--- src/rtl/vga_sync_gen.sv ---
// VGA timing generator: registered hsync/vsync, active-video flag, pixel coordinates and line/frame strobes.
// Define VGA_TEST_PATTERN_EN to add a registered 12-bit colour-bar output (rgb).
module vga_sync_gen #(
    parameter int H_ACTIVE = 640,
    parameter int H_FP     = 16,
    parameter int H_SYNC   = 96,
    parameter int H_BP     = 48,
    parameter int V_ACTIVE = 480,
    parameter int V_FP     = 10,
    parameter int V_SYNC   = 2,
    parameter int V_BP     = 33,
    parameter bit SYNC_POL = 1'b0
) (
    input  logic        clk,
    input  logic        reset,
    input  logic        pix_en,
    output logic        hsync,
    output logic        vsync,
    output logic        video_on,
    output logic [9:0]  x,
    output logic [9:0]  y,
    output logic        line_end,
    output logic        frame_start
`ifdef VGA_TEST_PATTERN_EN
    ,
    output logic [11:0] rgb
`endif
);
    localparam int H_TOTAL = H_ACTIVE + H_FP + H_SYNC + H_BP;
    localparam int V_TOTAL = V_ACTIVE + V_FP + V_SYNC + V_BP;

    localparam logic [9:0] H_LAST   = 10'(H_TOTAL - 1);
    localparam logic [9:0] V_LAST   = 10'(V_TOTAL - 1);
    localparam logic [9:0] H_ACT    = 10'(H_ACTIVE);
    localparam logic [9:0] V_ACT    = 10'(V_ACTIVE);
    localparam logic [9:0] HS_START = 10'(H_ACTIVE + H_FP);
    localparam logic [9:0] HS_END   = 10'(H_ACTIVE + H_FP + H_SYNC - 1);
    localparam logic [9:0] VS_START = 10'(V_ACTIVE + V_FP);
    localparam logic [9:0] VS_END   = 10'(V_ACTIVE + V_FP + V_SYNC - 1);

    logic [9:0] h_cnt, v_cnt;
    logic       h_end, v_end;

    assign h_end = (h_cnt == H_LAST);
    assign v_end = (v_cnt == V_LAST);

    always_ff @(posedge clk or negedge reset) begin
        if (!reset) begin
            h_cnt <= '0;
            v_cnt <= '0;
        end else if (pix_en) begin
            h_cnt <= h_end ? '0 : h_cnt + 10'd1;
            if (h_end)
                v_cnt <= v_end ? '0 : v_cnt + 10'd1;
        end
    end

    // Decode the pre-edge counter values so every output lands aligned with x/y.
    logic hsync_nxt, vsync_nxt, video_on_nxt, frame_start_nxt;

    always_comb begin
        hsync_nxt       = ((h_cnt >= HS_START) && (h_cnt <= HS_END)) ? SYNC_POL : ~SYNC_POL;
        vsync_nxt       = ((v_cnt >= VS_START) && (v_cnt <= VS_END)) ? SYNC_POL : ~SYNC_POL;
        video_on_nxt    = (h_cnt < H_ACT) && (v_cnt < V_ACT);
        frame_start_nxt = (h_cnt == '0) && (v_cnt == '0);
    end

    always_ff @(posedge clk or negedge reset) begin
        if (!reset) begin
            hsync       <= ~SYNC_POL;
            vsync       <= ~SYNC_POL;
            video_on    <= 1'b0;
            x           <= '0;
            y           <= '0;
            line_end    <= 1'b0;
            frame_start <= 1'b0;
        end else if (pix_en) begin
            hsync       <= hsync_nxt;
            vsync       <= vsync_nxt;
            video_on    <= video_on_nxt;
            x           <= h_cnt;
            y           <= v_cnt;
            line_end    <= h_end;
            frame_start <= frame_start_nxt;
        end
    end

`ifdef VGA_TEST_PATTERN_EN
    // Eight equal-width bars across the active area, white down to black.
    localparam logic [9:0] BAR_W = 10'(H_ACTIVE / 8);

    logic [9:0]  bar_idx;
    logic [11:0] rgb_nxt;

    always_comb begin
        bar_idx = h_cnt / BAR_W;
        rgb_nxt = 12'h000;
        if (video_on_nxt) begin
            case (bar_idx[2:0])
                3'd0:    rgb_nxt = 12'hFFF;
                3'd1:    rgb_nxt = 12'hFF0;
                3'd2:    rgb_nxt = 12'h0FF;
                3'd3:    rgb_nxt = 12'h0F0;
                3'd4:    rgb_nxt = 12'hF0F;
                3'd5:    rgb_nxt = 12'hF00;
                3'd6:    rgb_nxt = 12'h00F;
                default: rgb_nxt = 12'h000;
            endcase
        end
    end

    always_ff @(posedge clk or negedge reset) begin
        if (!reset)
            rgb <= 12'h000;
        else if (pix_en)
            rgb <= rgb_nxt;
    end
`endif

endmodule

--- config.mk ---
export PLATFORM = sky130hd
export DESIGN_NAME = vga_sync_gen
export DESIGN_NICKNAME = d
export VERILOG_FILES = /design/src/rtl/vga_sync_gen.sv
export SDC_FILE = /design/constraint.sdc
export NUM_CORES = 1
export LEC_CHECK = 0
export BUFFER_PORTS_ARGS = -buffer_cell sky130_fd_sc_hd__buf_2
export CAP_MARGIN = 20
export CORE_MARGIN = 10
export CORE_UTILIZATION = 35
export DETAILED_ROUTE_END_ITERATION = 8
export GPL_TIMING_DRIVEN = 0
export HOLD_SLACK_MARGIN = 0.02
export PLACE_DENSITY = 0.62
export SLEW_MARGIN = 0
export SYNTH_ARGS = -nofsm -noshare
export SYNTH_HDL_FRONTEND = slang
export SYNTH_SLANG_ARGS = --single-unit
--- constraint.sdc ---
create_clock -name clk -period 2.08 [get_ports clk]
set_input_delay 0.104 -clock clk [delete_from_list [all_inputs] [get_ports clk]]
set_output_delay 0.104 -clock clk [all_outputs]
set_load 0.1 [all_outputs]
# Word level (Yosys, flattened, before mapping)
# Index checks and enable logic that the tools add are counted.
# W data, S select, Z words.
# op_classes
addsub	2
multipliers	0
div	0
order_cmp	6
n_eq_ne	2
shifts	0
muxes	4
bitwise_logic	0
n_reduce_logical	7
# op_table
cell	count
$add A10 B1 Y10 const B	2
$eq A10 B10 Y1 const B	2
$logic_not A10 Y1	2
$mux W10	2
$ge A10 B10 Y1 const B	1
$ge A10 B9 Y1 const B	1
$le A10 B10 Y1 const B	1
$le A10 B9 Y1 const B	1
$lt A10 B10 Y1 const B	1
$lt A10 B9 Y1 const B	1
$logic_and A1 B1 Y1	4
$mux W1	2
$reduce_and A2 Y1	1
# word_totals
reg_bits	45
latchBits	0
ram_bits	0
mem_bits_ro	0
input_bits	3
output_inout_bits	25
word_cells	30
mem_count	0

# Longest topological paths before layout
# depth
word_depth	3
ltp_mapped	6

# Least setup slack after synthesis
# No wires, ideal clock.
# synth_path
path_type	register -> register
from	reg h_cnt[0]
to	reg v_cnt[9]
setup_ns	0.076
t_arrival_ns	1.835
required_time_ns	2.004
slack_ns	0.169
path_stages_with_launch	7
path_buffers	1
synth_period_minus_slack_ns	1.911
path_cell_list	dfrtp_1 ha_1 nand4_4 or4_1 buf_2 or4_1 o21ai_1
# synth_via
elab_chain_len	2
# synth_rtl
item	line	text
start, declared	41	logic [9:0] h_cnt, v_cnt;
start signal, assigned	52	h_cnt <= h_end ? '0 : h_cnt + 10'd1;
$eq A10 B10 Y1	44	assign h_end = (h_cnt == H_LAST);
$reduce_and A2 Y1 (no line)	-	
end signal, assigned	54	v_cnt <= v_end ? '0 : v_cnt + 10'd1;
end, declared	41	
# No other way between the ends.
# A chain may end at the register's enable or synchronous reset.

# Worst setup path after layout
# layout_path
from	reg h_cnt[8]
to	reg v_cnt[9]
# Same word-level chain as after synthesis.

==> out/qor.txt <==
CP max FO = 9
Pwr Total = 2.368 mW
final core occ = 0.4347
Routed met2 length = 2.154 mm
Mapped Area = 2074 um2
critical path class = flip-flop to flip-flop
Crit. Startpoint = h_cnt[8]$_DFFE_PN0P_
TritonCTS clock tree = built
Synth area leader = dfrtp_1
hold slack = 0.1546 ns
first-pass GRT wire length = 7.603 mm
initial detailed-routing violation count = 115
adder-cell share of the synthesized area = 0.03016
Rows = 27
fraction of layout cells with a size suffix above 1 = 0.3091
Synth Net Count = 189
VDD IR max = 0.0008073 V
Max Slew Vio Count = 0
PwrDens = 965.8 nW/um2
Avg Cell Area, Syn = 11.46 um2
DR pass1 iterations = 4
PortBufs = 26
Multi-input gate area = 884.6 um2
I/O pins = 28
Tcrit/Tclk final = 0.9624
synth warn = 0
min-delay worst type = input pin to asynchronous set/reset pin
multiplexer area fraction after synthesis = 0.1134
via/cell ratio = 5.075
reg2reg end = v_cnt[9]$_DFFE_PN0P_
die area = 9406 um2
Setup WS post-layout = 0.07813 ns
synthesized flop and latch total = 45
# nets final = 227
Antenna diodes = 0
grt total ovfl = 0
Synth Area in Simple Gates = 0.1821
Pint = 1.423 mW
overall die height = 96.99 um
Clock Skew = 0.007186 ns
Area Growth Syn to Fin = 18.21%
Area contributors post-synth = dfrtp_1 52%, mux2_2 11%, nand3_1 3.6%
M1 wire length = 2.053 mm
initial antenna violation count = 0
ys async rst share = 1.000
cell area after layout = 2452 um2
starting density of the core = 0.3677
required time worst endpoint = 2.30 ns
cell with the most instances after synthesis = dfrtp_1
largest net degree at the start of global routing = 46
maximum clock insertion buffer count = 2
Sw Share = 0.3992
top cells by count, synth = 43 x dfrtp_1, 20 x mux2_2, 15 x nand3_1, 10 x nor2_1, 8 x o21ai_0
largest family of logic cells by synthesized area = simple AND/OR/NAND/NOR gates
core area = 5642 um2
Die Width = 96.99 um
metal3 WL = 123 um
FF-to-FF Start = h_cnt[8]$_DFFE_PN0P_
CTS sink count = 45
min cycle time layout = 2.002 ns
Synth Area in Compound Gates = 0.05730
DR vias = 1,482
P_leak = 1.186 nW
Max-Cap Viols = 0
status = completed
Setup crit start kind = flip-flop
CTS Buf Count = 5
slew at the pin closest to its max-slew limit = 0.7670 ns
filler instances = 545
worst rel slew slack = 0.4844
Mapped Cells = 181
ys flop type = dfrtp_1
worst r2r path cells = 5
combinational cell fraction of total power = 0.330
register area share after synthesis = 0.5440
Flop pwr share = 0.435
WL/cell = 15.11 um
Fmax = 499.5 MHz
vias in the first global route = 1,496
final wirelength = 4.412 mm
post-placement worst setup slack = -0.008573 ns
FF-to-FF setup slack = 0.08 ns
Root Buffer = clkbuf_8
later-pin clock latency in the skew report = 0.30 ns
setup violators final = 0
HPWL Detailed = 3.101 mm
Remaining DRCs = 0
Post-synth EDFFs = 0
Fin. Hold Viols = 0
placed cell areas = 2295 um2
routability cong. = 0.8045
CP endpoint kind = flip-flop
xor/xnor share of the synthesized area = 0.03800
Clock power frac = 0.235
antenna-violating nets left = 0
clock slew seen by the registers of the worst setup and hold paths = 0.08 ns
Switching Power = 0.9454 mW
CTS H-tree lvls = 2
flip-flop and latch area = 1130 um2
top sig layer = met4
Yosys top cell area share = 0.5187
crit path DAT = 2.22 ns
Total GRT Usage = 0.09528
Netlist cell types = 38
-- layout make-up --
| type | count | area share |
|---|---|---|
| Sequential cell | 45 | 0.4607 |
| Multi-Input combinational cell | 118 | 0.3607 |
| Timing Repair Buffer | 31 | 0.07449 |
| Clock buffer | 8 | 0.03673 |
| Tap cell | 72 | 0.03673 |
| Buffer | 11 | 0.01990 |
| Inverter | 7 | 0.01071 |
-- cells by family after synthesis --
group | after synthesis
compound gates | 20
xor+xnor | 9
flops | 45
fa+ha+maj | 5
mux | 21
buf+inv | 18
simple gates | 63
-- power by group through the flow --
stage               sequential (mW)  clock (mW)  combinational, mW
floorplan                      1.42           0              0.235
global placement               1.05           0              0.746
detailed placement             1.06           0              0.749
CTS                            1.03       0.578              0.772
global route                   1.05       0.610              0.831
finish                         1.03       0.557              0.781
-- critical path: stages, from the launching register on --
cell,delay (ns)
dfrtp_1,0.52
nand4b_4,0.16
or4_1,0.48
buf_2,0.19
or4_1,0.50
o21ai_1,0.08
-- cells in the final DEF, fill, tap and decap left out, types with 2 or more instances in the layout --
cell      instances
a21oi_1           3
nor3_1            4
clkbuf_1          7
and4_1            2
nor4_1            3
inv_1             7
o21ai_0           8
or4_1             4
nand2_1           5
nand2b_1          2
a31oi_1           3
buf_2            29
dfrtp_1          42
xor2_1            4
dfstp_2           2
nor2_1           10
nand4_1           5
xnor2_1           5
buf_1             2
nor2b_1           2
buf_4             3
and3_1            4
nand3_1          15
clkbuf_8          6
mux2_2           20
ha_1              4
-- flip-flops by register name, summed over array words and instances (netlist names) --
signal / count
hsync: 1
video_on: 1
vsync: 1
line_end: 1
x: 10
y: 10
v_cnt: 10
frame_start: 1
h_cnt: 10
-- worst max-delay path by stage --
| stage | endpoint | slack (ns) |
|---|---|---|
| 6_report | v_cnt[9]$_DFFE_PN0P_ | 0.08 |
| 5_1_grt | v_cnt[9]$_DFFE_PN0P_ | -0.008 |
| 4_1_cts | v_cnt[9]$_DFFE_PN0P_ | 0.02 |
| 3_5_place_dp | v_cnt[9]$_DFFE_PN0P_ | -0.009 |
| 3_3_place_gp | v_cnt[9]$_DFFE_PN0P_ | 0.008 |
| 2_1_floorplan | v_cnt[9]$_DFFE_PN0P_ | 0.17 |
-- timing repair --
action,in CTS,in global routing
endpoints found under the setup margin,1,1
hold endpoints to repair,43,0
hold buffers,1,0
gates resized for setup,1,3
buffers inserted,2,1
-- through the flow --
| step | instances | setup TNS, ns |
|---|---|---|
| 2_1_floorplan | 181 | 0 |
| 3_3_place_gp | 279 | 0 |
| 3_5_place_dp | 279 | -0.008573 |
| 4_1_cts | 290 | 0 |
| 5_1_grt | 292 | -0.008096 |
| 6_report | 292 | 0 |
-- metal layers --
metal / GRT usage / up-vias
li1: - / 726
met1: 0.1193 / 727
met2: 0.1493 / 23
met3: 0.02484 / 6
met4: 0.04284 / 0
met5: 0 / -
(Power assumes the default switching activity.)
